## config.mk

```make
export PLATFORM = sky130hd
export DESIGN_NAME = hazard_ctrl
export DESIGN_NICKNAME = d
export VERILOG_FILES = /design/src/rtl/hazard_ctrl.sv
export SDC_FILE = /design/constraint.sdc
export NUM_CORES = 1
export LEC_CHECK = 0
export ABC_AREA = 1
export BUFFER_PORTS_ARGS = -buffer_cell sky130_fd_sc_hd__buf_2
export CAP_MARGIN = 20
export CORE_ASPECT_RATIO = 0.5
export CORE_MARGIN = 4
export CORE_UTILIZATION = 55
export DETAILED_ROUTE_END_ITERATION = 10
export PLACE_DENSITY = 0.8
export SETUP_SLACK_MARGIN = 0.1
export SYNTH_ARGS = -nofsm -noshare
export SYNTH_HDL_FRONTEND = slang
export SYNTH_SLANG_ARGS = --single-unit
```

## constraint.sdc

```tcl
create_clock -name clk -period 7.4 [get_ports clk]
set_clock_uncertainty 0.2 [all_clocks]
set_input_delay 2.22 -clock clk [delete_from_list [all_inputs] [get_ports clk]]
set_output_delay 2.22 -clock clk [all_outputs]
set_load 0.1 [all_outputs]
```

## src/rtl/hazard_ctrl.sv

```systemverilog
// ============================================================================
//  Module      : hazard_ctrl
//  Description : Stall/flush/forwarding control for a 5-stage RV32I pipeline,
//                with a data-memory wait sequencer (timeout) and perf counters.
//  Revision    : 1.0 - initial release
// ============================================================================
`default_nettype none

module hazard_ctrl #(
  parameter int MEM_TIMEOUT = 16,
  parameter int CNT_W       = 32
) (
  input  logic             clk,
  input  logic             reset,
  input  logic [4:0]       Rs1D,
  input  logic [4:0]       Rs2D,
  input  logic [4:0]       Rs1E,
  input  logic [4:0]       Rs2E,
  input  logic [4:0]       RdE,
  input  logic [1:0]       ResultsrcE,
  input  logic             PCsrcE,
  input  logic [4:0]       RdM,
  input  logic             regWriteM,
  input  logic             MemWriteM,
  input  logic [1:0]       ResultsrcM,
  input  logic [4:0]       RdW,
  input  logic             regWriteW,
  input  logic             dmem_ready,
  output logic             StallF,
  output logic             StallD,
  output logic             StallE,
  output logic             StallM,
  output logic             FlushD,
  output logic             FlushE,
  output logic             FlushW,
  output logic [1:0]       ForwardAE,
  output logic [1:0]       ForwardBE,
  output logic             mem_err,
  output logic [CNT_W-1:0] stall_cnt,
  output logic [CNT_W-1:0] flush_cnt
);

  localparam int WC_W = $clog2(MEM_TIMEOUT + 1);
  localparam logic [WC_W-1:0] c_timeout = WC_W'(MEM_TIMEOUT);

  typedef enum logic [0:0] {
    S_RUN      = 1'b0,
    S_MEM_WAIT = 1'b1
  } state_t;

  state_t            r_state, w_state_nxt;
  logic [WC_W-1:0]   r_wait_cnt, w_wait_cnt_nxt;
  logic              r_mem_err;
  logic [CNT_W-1:0]  r_stall_cnt, r_flush_cnt;

  logic w_memacc, w_lwstall, w_timeout, w_memwait, w_set_err;

  function automatic logic [1:0] fwd_sel(input logic [4:0] rs, input logic [4:0] rd_m,
                                         input logic wr_m, input logic [4:0] rd_w,
                                         input logic wr_w);
    if (wr_m && (rd_m == rs) && (rd_m != 5'd0))
      return 2'b10;
    else if (wr_w && (rd_w == rs) && (rd_w != 5'd0))
      return 2'b01;
    else
      return 2'b00;
  endfunction

  assign w_memacc  = MemWriteM | (ResultsrcM == 2'b01);
  assign w_lwstall = (ResultsrcE == 2'b01) && (RdE != 5'd0) && ((RdE == Rs1D) || (RdE == Rs2D));
  assign w_timeout = (r_state == S_MEM_WAIT) && (r_wait_cnt == c_timeout);
  // The timeout cycle releases the pipeline even though memory is still busy.
  assign w_memwait = w_memacc && !dmem_ready && !w_timeout;

  always_comb begin
    w_state_nxt    = r_state;
    w_wait_cnt_nxt = r_wait_cnt;
    w_set_err      = 1'b0;
    case (r_state)
      S_RUN: begin
        if (w_memacc && !dmem_ready) begin
          w_state_nxt    = S_MEM_WAIT;
          w_wait_cnt_nxt = WC_W'(1);
        end
      end
      S_MEM_WAIT: begin
        if (dmem_ready) begin
          w_state_nxt    = S_RUN;
          w_wait_cnt_nxt = '0;
        end else if (w_timeout) begin
          w_state_nxt    = S_RUN;
          w_wait_cnt_nxt = '0;
          w_set_err      = 1'b1;
        end else begin
          w_wait_cnt_nxt = r_wait_cnt + WC_W'(1);
        end
      end
      default: begin
        w_state_nxt    = S_RUN;
        w_wait_cnt_nxt = '0;
      end
    endcase
  end

  always_comb begin
    StallF    = 1'b0;
    StallD    = 1'b0;
    StallE    = 1'b0;
    StallM    = 1'b0;
    FlushD    = 1'b0;
    FlushE    = 1'b0;
    FlushW    = 1'b0;
    ForwardAE = 2'b00;
    ForwardBE = 2'b00;
    if (reset) begin
      FlushD = 1'b1;
      FlushE = 1'b1;
      FlushW = 1'b1;
    end else begin
      ForwardAE = fwd_sel(Rs1E, RdM, regWriteM, RdW, regWriteW);
      ForwardBE = fwd_sel(Rs2E, RdM, regWriteM, RdW, regWriteW);
      // EX is frozen during a memory wait, so a taken branch is acted on after release.
      if (w_memwait) begin
        StallF = 1'b1;
        StallD = 1'b1;
        StallE = 1'b1;
        StallM = 1'b1;
        FlushW = 1'b1;
      end else if (PCsrcE) begin
        FlushD = 1'b1;
        FlushE = 1'b1;
      end else if (w_lwstall) begin
        StallF = 1'b1;
        StallD = 1'b1;
        FlushE = 1'b1;
      end
    end
  end

  always_ff @(posedge clk) begin
    if (reset) begin
      r_state     <= S_RUN;
      r_wait_cnt  <= '0;
      r_mem_err   <= 1'b0;
      r_stall_cnt <= '0;
      r_flush_cnt <= '0;
    end else begin
      r_state    <= w_state_nxt;
      r_wait_cnt <= w_wait_cnt_nxt;
      if (w_set_err)
        r_mem_err <= 1'b1;
      if (StallF)
        r_stall_cnt <= r_stall_cnt + CNT_W'(1);
      if (FlushE)
        r_flush_cnt <= r_flush_cnt + CNT_W'(1);
    end
  end

  assign mem_err   = r_mem_err;
  assign stall_cnt = r_stall_cnt;
  assign flush_cnt = r_flush_cnt;

endmodule

`default_nettype wire

```

==> impl_metrics.yaml, run 1 <==
setup_path:
  cp-startpoint: "RdE[4]"
  cp.required_ns: 4.98
  path_max_fanout: 31
  worstPathArrival_ns: 4.14
  critPathKind: "in2out"
  crit_path_end_kind: "primary output"
  worstReg2RegStart: "r_wait_cnt[0]"
  rrSetupSlack_ns: 4.68
  cp-start-kind: "input pin"
layout:
  fillCellCount: 941
  drive_above_1_share_pct: 32.4
  antenna_cells: 0
  synthToLayoutAreaGrowth_pct: 13.1
  fin_cells: 1095
  final_nets: 1002
status:
  status: "finished clean"
yosys:
  synth_area_leaders: "dfxtp_1, nand2_1, a21oi_2"
  synth-seq-cells: 71
  ys.warnings.count: 0
  syn_inst: 844
  syn_avg_cell_area_um2: 6.93
  yosys.area.top_type: "dfxtp_1"
  yosys_most_used_dff: "dfxtp_1"
  ys_types: 41
  syn-cell-area_mm2: 0.00585
  yosys.area.top_type_share_pct: 24.3
  ys_seq_area_share_pct: 24.3
  async_reset_ff_share_pct: 0
  syn-num-nets: 894
  synth-edff-count: 0
sta:
  hold_violations: 0
  period_share_pct: 88.7
  slew_violations: 0
  rsz0062_at_grt: "false"
  max_slew_margin_pct: 50.4
  final.setup.tns_ns: 0
  worst_pin_slew_ns: 0.744
  setup_viol: 0
  fin_crit_ns: 6.56
  max_freq_ghz: 0.152
floorplanning:
  dieWidth_um: 154
  core_mm2: 0.0103
  die_area_mm2: 0.0125
  ios: 122
  die_h_um: 80.9
  fp-row-count: 26
  start_util_pct: 56.9
cts:
  cts_sinks: 71
  clk_pin_slew_worst_paths_ns: 0.05
  cts_resized: 0
  tritoncts: "done"
  cts_buffer_depth: 2
  postCtsHoldBufs: 0
  post_cts_buffers: 0
  root_buffer: "clkbuf_16"
  cts_buffers: 9
  htreeDepth: 3
  clk_latency_ns: 0.33
worst_hold_path:
  holdCritStartpoint: "mem_err"
  worstHoldPathType: "reg2reg"
global_routing:
  grt_max_degree: 49
  track_usage_pct: 24.2
  grt_pass1_vias: 5432
  grt_pass1_wl_um: 25300
  grt_antenna_before_repair: 0
  grt_overflow: 0
placement:
  dpl.hpwl_um: 11300
  io_buffers: 121
  placedCellCount: 1081
  gp_congestion: 0.944
routing:
  route.detailed.drc: 0
  drt-total-wl_um: 15000
  vias: 5812
  routedWlPerCell_um: 13.7
  first_pass_iters: 5
  avgViaCountPerCell: 5.31
  postRouteAntennaNets: 0
  first_iter_violations: 445
power_and_ir_drop:
  p_leak_nw: 2.57
  powerDensity_mw_per_mm2: 139
  vdd_drop_max_uv: 104
run:
  cap_violations: 0
==> Yosys cell counts, types with 3 or more instances <==
library cell / instances
nand2_1: 251
nor2_1: 101
dfxtp_1: 71
inv_1: 64
a21oi_2: 62
nand3_2: 41
nand2_2: 37
nand3_1: 35
xor2_1: 33
nand3b_1: 25
nor3_1: 18
xnor2_1: 12
nor2_2: 9
buf_12: 8
nand4_1: 8
clkbuf_1: 7
a21oi_1: 6
buf_4: 6
inv_2: 6
o21ai_0: 6
buf_6: 5
ha_1: 4
nand2_4: 3
nor4_1: 3
==> area by class of cell <==
type / count / area [um^2] / share of cell area (%)
clock buffers: 13 / 260 / 3.93
multi-input cells: 674 / 3850 / 58.2
flip-flops and latches: 71 / 1420 / 21.5
inverters: 70 / 263 / 3.97
well taps: 140 / 175 / 2.65
clock inverters: 1 / 5.00 / 0.0756
repair buffers: 126 / 646 / 9.75
==> cell usage in the layout (no fill, tap or decap), types with 3 or more instances in the layout <==
cell | netlist | layout
xor2_1 | 33 | 33
nand2_4 | 3 | 3
inv_2 | 6 | 6
inv_1 | 64 | 64
buf_4 | 6 | 6
nand2_1 | 251 | 251
o21ai_0 | 6 | 6
dfxtp_1 | 71 | 71
a21oi_2 | 62 | 62
nand2_2 | 37 | 37
xnor2_1 | 12 | 12
nor3_1 | 18 | 18
nand3b_1 | 25 | 25
clkbuf_16 | 0 | 9
nand3_1 | 35 | 35
nand4_1 | 8 | 8
nand3_2 | 41 | 41
a21oi_1 | 6 | 6
nor2_2 | 9 | 9
buf_2 | 1 | 120
ha_1 | 4 | 4
nor2_1 | 101 | 101
==> stage by stage <==
| stage | util (%) | power [mW] | cell area, um^2 | hold slack, ns | setup slack, ns |
|---|---|---|---|---|---|
| final | 64.4 | 0.922 | 6620 | 0.267 | 0.839 |
| after global routing | 64.4 | 0.955 | 6620 | 0.283 | 0.687 |
| after CTS | 64.4 | 0.930 | 6620 | 0.268 | 0.851 |
| after detailed placement | 61.8 | 0.534 | 6360 | 0.253 | 0.851 |
| after global placement | 61.8 | 0.530 | 6360 | 0.251 | 0.906 |
| after floorplan | - | 0.514 | 5860 | 0.263 | 0.126 |
==> critical path, cell delays in order <==
cell and delay, ns:
buf_2 0.12, inv_2 0.04, nand2_1 0.05, nand2_1 0.05, nor2_1 0.11, nand3_1 0.10, nand2_2 0.13, nand2_2 0.08
nand2_4 0.32, nand2_8 0.28, inv_1 0.19, buf_2 0.45
==> cells by family after synthesis <==
kind of cell | count (synthesis) | synth area share [%]
fa+ha+maj | 4 | 0.855
buf+inv | 99 | 10.0
xor+xnor | 45 | 6.74
compound gates | 83 | 11.8
flops | 71 | 24.3
simple gates | 542 | 46.4
==> report_power, final <==
part / internal, mW / leakage (nW) / switching [mW]
combinational: 0.0336 / 1.86 / 0.101
sequential: 0.385 / 0.573 / 0.00578
clock: 0.241 / 0.132 / 0.155
==> flip-flops by register name, summed over array words and instances (netlist names) <==
signal / flops
r_state: 1
r_wait_cnt: 5
mem_err: 1
flush_cnt: 32
stall_cnt: 32
==> path summary, 6_finish.rpt <==
path | to | cells after the start
setup / recovery | StallF | 12
hold / removal | mem_err | 1
setup reg to reg | stall_cnt[29] | 9
hold reg to reg | mem_err | 1
==> per-layer routing <==
layer / GRT usage, % / wire (um) / vias to the layer above
met5: 0 / 0 / -
met4: 7.31 / 293 / 0
li1: - / - / 2917
met1: 31.0 / 6710 / 2677
met2: 41.9 / 7120 / 186
met3: 4.63 / 866 / 32
Power figures use the tool's default switching activity.
==> inputs of run 2 (changes only) <==
--- a/config.mk
+++ b/config.mk
@@ -7,8 +7,7 @@
 export LEC_CHECK = 0
 export ABC_AREA = 1
 export BUFFER_PORTS_ARGS = -buffer_cell sky130_fd_sc_hd__buf_2
-export CAP_MARGIN = 20
-export CORE_ASPECT_RATIO = 0.5
+export CORE_ASPECT_RATIO = 1.4
 export CORE_MARGIN = 4
 export CORE_UTILIZATION = 55
 export DETAILED_ROUTE_END_ITERATION = 10
==> constraint.sdc (replaced) <==
create_clock -name clk -period 8.5 [get_ports clk]
set_clock_uncertainty 0.2 [all_clocks]
set_input_delay 2.55 -clock clk [delete_from_list [all_inputs] [get_ports clk]]
set_output_delay 2.55 -clock clk [all_outputs]
set_load 0.1 [all_outputs]
==> impl_metrics.yaml, run 2 (synthesis gave the netlist of run 1 again) <==
layout:
  fin_cells: 1092
  drive_above_1_share_pct: 32.2
  final_nets: 1000
  synthToLayoutAreaGrowth_pct: 13.1
  antenna_cells: 0
  final_cell_mix: "nand2_1, buf_2, nor2_1"
  final_common_cell: "nand2_1"
global_routing:
  grt_overflow: 0
  grt_pass1_wl_um: 24600
  grt_pass1_vias: 5400
  grt_max_degree: 49
  grt_antenna_before_repair: 0
  track_usage_pct: 24.7
setup_path:
  cp-start-kind: "input pin"
  crit_path_end_kind: "primary output"
  critPathKind: "in2out"
  path_max_fanout: 33
  cp.required_ns: 5.75
  worstPathArrival_ns: 4.65
cts:
  post_cts_buffers: 0
  htreeDepth: 3
  clk_latency_ns: 0.34
  cts_sinks: 71
  cts_buffers: 9
  clk_pin_slew_worst_paths_ns: 0.05
  tritoncts: "done"
  cts_resized: 0
  postCtsHoldBufs: 0
  cts_buffer_depth: 2
  root_buffer: "clkbuf_16"
placement:
  dpl.hpwl_um: 11400
  pre_cts_slack_ns: 1.09
  io_buffers: 121
  placedCellCount: 1077
  gp_congestion: 1.03
sta:
  worst_pin_slew_ns: 0.746
  max_slew_margin_pct: 50.2
  max_freq_ghz: 0.135
  rsz0062_at_grt: "false"
  fin_crit_ns: 7.40
  setup_ws_ns: 1.10
  hold_violations: 0
  setup_viol: 0
  period_share_pct: 87.0
  slew_violations: 0
  final.setup.tns_ns: 0
power_and_ir_drop:
  vdd_drop_max_uv: 94.4
  p_leak_nw: 2.56
  powerDensity_mw_per_mm2: 123
routing:
  drt-total-wl_um: 14900
  route.detailed.drc: 0
  routedWlPerCell_um: 13.6
  vias: 5740
  first_pass_iters: 5
  postRouteAntennaNets: 0
  avgViaCountPerCell: 5.26
  first_iter_violations: 233
floorplanning:
  die_area_mm2: 0.0124
  die_h_um: 130
  start_util_pct: 56.2
  core_mm2: 0.0104
  ios: 122
  fp-row-count: 44
  dieWidth_um: 95.2
worst_hold_path:
  worstHoldPathType: "reg2reg"
status:
  status: "finished clean"
run:
  cap_violations: 0
run 2: cell types whose count changed in the layout (fill, tap and decap cells not counted):
cell / previous run / this run
clkbuf_1: 2 / 3
clkinv_2: 1 / 0
buf_4: 6 / 4
clkbuf_8: 2 / 3
run 2: layer usage:
layer | wire length [um] | global-route usage [%] | up-vias | part of all wire [%]
met1 | 5720 | 28.5 | 2621 | 38
met5 | 0 | 0 | - | 0
li1 | - | - | 2912 | -
met3 | 711 | 3.46 | 43 | 4.8
met2 | 7870 | 44.1 | 164 | 53
met4 | 595 | 12.3 | 0 | 4.0
run 2: final timing paths:
kind	slack, ns	startpoint	depth (start not counted)	to
worst max-delay path	1.10	RdE[2]	10	FlushE
worst min-delay path	0.26	mem_err	1	mem_err
worst max register to register	5.99	r_wait_cnt[0]	9	flush_cnt[19]
worst min register to register	0.26	mem_err	1	mem_err
run 2: cell type report:
type / instances / area, um^2
flip-flops and latches: 71 / 1420
repair buffers: 124 / 631
multi-input cells: 674 / 3850
well taps: 138 / 173
clock buffers: 15 / 278
fillers: 983 / 3790
inverters: 70 / 263
run 2: stage by stage:
| step | util (%) | area (um^2) | hold slack, ns | power, mW |
|---|---|---|---|---|
| 6_report | 63.6 | 6620 | 0.262 | 0.815 |
| 5_1_grt | 63.6 | 6620 | 0.295 | 0.846 |
| 4_1_cts | 63.6 | 6620 | 0.266 | 0.822 |
| 3_5_place_dp | 60.9 | 6340 | 0.254 | 0.464 |
| 3_3_place_gp | 60.9 | 6340 | 0.245 | 0.463 |
| 2_1_floorplan | - | 5860 | 0.263 | 0.448 |
run 2: critical path: stages:
cell and delay [ns]:
buf_2 0.09, inv_1 0.06, nand2_1 0.06, nand2_1 0.05, nor2_1 0.11, nand3_1 0.10, nand2_2 0.11, nand3_4 0.47
nand2_4 0.52, buf_2 0.50
run 2: power breakdown:
part | internal (mW) | switching (mW)
clock | 0.220 | 0.137
sequential | 0.336 | 0.00493
combinational | 0.0288 | 0.0876
total | 0.585 | 0.230
==> inputs of run 3 (changes only) <==
==> config.mk (replaced) <==
export PLATFORM = sky130hd
export DESIGN_NAME = hazard_ctrl
export DESIGN_NICKNAME = d
export VERILOG_FILES = /design/src/rtl/hazard_ctrl.sv
export SDC_FILE = /design/constraint.sdc
export NUM_CORES = 1
export LEC_CHECK = 0
export ABC_AREA = 0
export BUFFER_PORTS_ARGS = -buffer_cell sky130_fd_sc_hd__buf_2
export CORE_ASPECT_RATIO = 1.4
export CORE_MARGIN = 4
export CORE_UTILIZATION = 55
export DETAILED_ROUTE_END_ITERATION = 10
export PLACE_DENSITY = 0.84
export SYNTH_ARGS = -nofsm -noshare
export SYNTH_HDL_FRONTEND = slang
export SYNTH_SLANG_ARGS = --single-unit
==> impl_metrics.yaml, run 3 <==
status:
  status: "finished clean"
sta:
  period_share_pct: 84.6
  fin_crit_ns: 7.19
  max_slew_margin_pct: 17.5
  setup_viol: 0
  worst_pin_slew_ns: 1.23
  hold_violations: 0
  rsz0062_at_grt: "false"
  slew_violations: 0
  setup_ws_ns: 1.31
  final.setup.tns_ns: 0
  whs_ns: 0.275
  max_freq_ghz: 0.139
layout:
  drive_above_1_share_pct: 25.4
  synthToLayoutAreaGrowth_pct: 18.1
  final_core_util_pct: 66.4
  final_nets: 652
  fin_cells: 704
  final_cell_mix: "buf_2, dfxtp_1, a21oi_1"
  antenna_cells: 0
  fillCellCount: 651
  final_common_cell: "buf_2"
  fin_area_mm2: 0.00488
floorplanning:
  die_h_um: 111
  die_area_mm2: 0.00899
  start_util_pct: 56.2
  core_mm2: 0.00736
  fp-row-count: 37
  dieWidth_um: 81.3
  ios: 122
yosys:
  synth_top_family_by_area: "simple AND/OR/NAND/NOR gates"
  syn_inst: 502
  synth-edff-count: 0
  yosys.area.top_type: "dfxtp_1"
  synth_commonest_cells: "dfxtp_1, a21oi_1, or4_1"
  synth_area_leaders: "dfxtp_1, a21oi_1, or4_1"
  yosysMostFrequentCell: "dfxtp_1"
  synthAdderAreaFrac_pct: 1.21
  synth-xor-area-share_pct: 6.57
  syn-cell-area_mm2: 0.00414
  async_reset_ff_share_pct: 0
  yosys_most_used_dff: "dfxtp_1"
  synth-compound-area-share_pct: 20.5
  synth-seq-cells: 71
  ys_types: 52
  syn_avg_cell_area_um2: 8.24
  synth-simple-area-share_pct: 30.2
  syn-num-nets: 552
  yosys.area.top_type_share_pct: 34.4
  ys.warnings.count: 0
  muxShareOfSynthArea_pct: 1.60
  ys_seq_area_share_pct: 34.4
routing:
  route.detailed.drc: 0
  first_iter_violations: 169
  drt-total-wl_um: 10400
  vias: 4264
  avgViaCountPerCell: 6.06
  first_pass_iters: 4
  postRouteAntennaNets: 0
  routedWlPerCell_um: 14.8
cts:
  cts_buffer_depth: 2
  postCtsHoldBufs: 0
  cts_buffers: 9
  cts_resized: 0
  cts_sinks: 71
  root_buffer: "clkbuf_8"
  post_cts_buffers: 0
  htreeDepth: 3
  tritoncts: "done"
  clk_pin_slew_worst_paths_ns: 0.07
  clk_latency_ns: 0.36
worst_hold_path:
  holdCritStartpoint: "flush_cnt[31]"
  worstHoldPathType: "reg2reg"
global_routing:
  grt_max_degree: 63
  track_usage_pct: 23.9
  grt_pass1_wl_um: 17900
  grt_antenna_before_repair: 0
  grt_pass1_vias: 4140
  grt_overflow: 0
setup_path:
  cp-start-kind: "input pin"
  crit_path_end_kind: "primary output"
  cp-startpoint: "RdM[1]"
  regToRegEndpoint: "stall_cnt[13]"
  worstPathArrival_ns: 4.44
  worstReg2RegStart: "r_wait_cnt[0]"
  cp.required_ns: 5.75
  path_max_fanout: 4
  reg2reg_depth: 8
  critPathKind: "in2out"
  rrSetupSlack_ns: 5.62
  crit_end: "ForwardBE[0]"
placement:
  placedCellCount: 688
  io_buffers: 121
  pre_cts_slack_ns: 1.31
  postPlaceCellArea_mm2: 0.00469
  gp_congestion: 0.935
  dpl.hpwl_um: 7570
power_and_ir_drop:
  p_leak_nw: 1.82
  finalPower_mw: 0.702
  vdd_drop_max_uv: 95.0
  powerDensity_mw_per_mm2: 144
run:
  cap_violations: 0
run 3: final cells by class:
| type | instances | area, um^2 | area share [%] |
|---|---|---|---|
| multi-input cells | 390 | 2500 | 51.1 |
| flip-flops and latches | 71 | 1420 | 29.1 |
| inverters | 7 | 26.3 | 0.538 |
| clock buffers | 9 | 124 | 2.54 |
| clock inverters | 7 | 73.8 | 1.51 |
| repair buffers | 123 | 621 | 12.7 |
| well taps | 97 | 121 | 2.48 |
run 3: critical path: stages:
cell,delay (ns)
buf_2,0.13
or4_1,0.53
o21ai_0,0.37
nor3_1,0.13
nor4_2,0.28
buf_2,0.46
run 3: worst min-delay path by stage:
stage	to	depth (start not counted)	slack, ns
CTS	flush_cnt[31]	2	0.28
detailed placement	flush_cnt[31]	2	0.27
global placement	flush_cnt[31]	2	0.26
global route	flush_cnt[31]	2	0.30
floorplan	r_wait_cnt[4]	1	0.24
finish	flush_cnt[31]	2	0.28
run 3: routing by layer:
layer / track usage, % / vias to the layer above / routed length, um / part of all wire, %
met5: 0 / - / 0 / 0
met4: 10.5 / 0 / 225 / 2.2
met1: 26.3 / 2027 / 4030 / 39
li1: - / 2103 / - / -
met3: 3.67 / 19 / 485 / 4.6
met2: 43.5 / 115 / 5690 / 55
run 3: cells by family (layout without fill, tap and decap cells):
kind of cell	count (synthesis)	in the layout
flip-flops	71	71
AND/OR/NAND/NOR	212	212
adder cells (fa/ha/maj)	4	4
AO/OA/AOI/OAI	137	137
XOR/XNOR	31	31
buffers and inverters	41	146
multiplexers	6	6
run 3: report_power, final:
part | leakage (nW) | internal (mW) | total [mW] | switching [mW]
registers | 0.573 | 0.335 | 0.338 | 0.00321
logic | 1.15 | 0.0275 | 0.0973 | 0.0698
clock network | 0.0992 | 0.136 | 0.267 | 0.131
total | 1.82 | 0.498 | 0.702 | 0.204
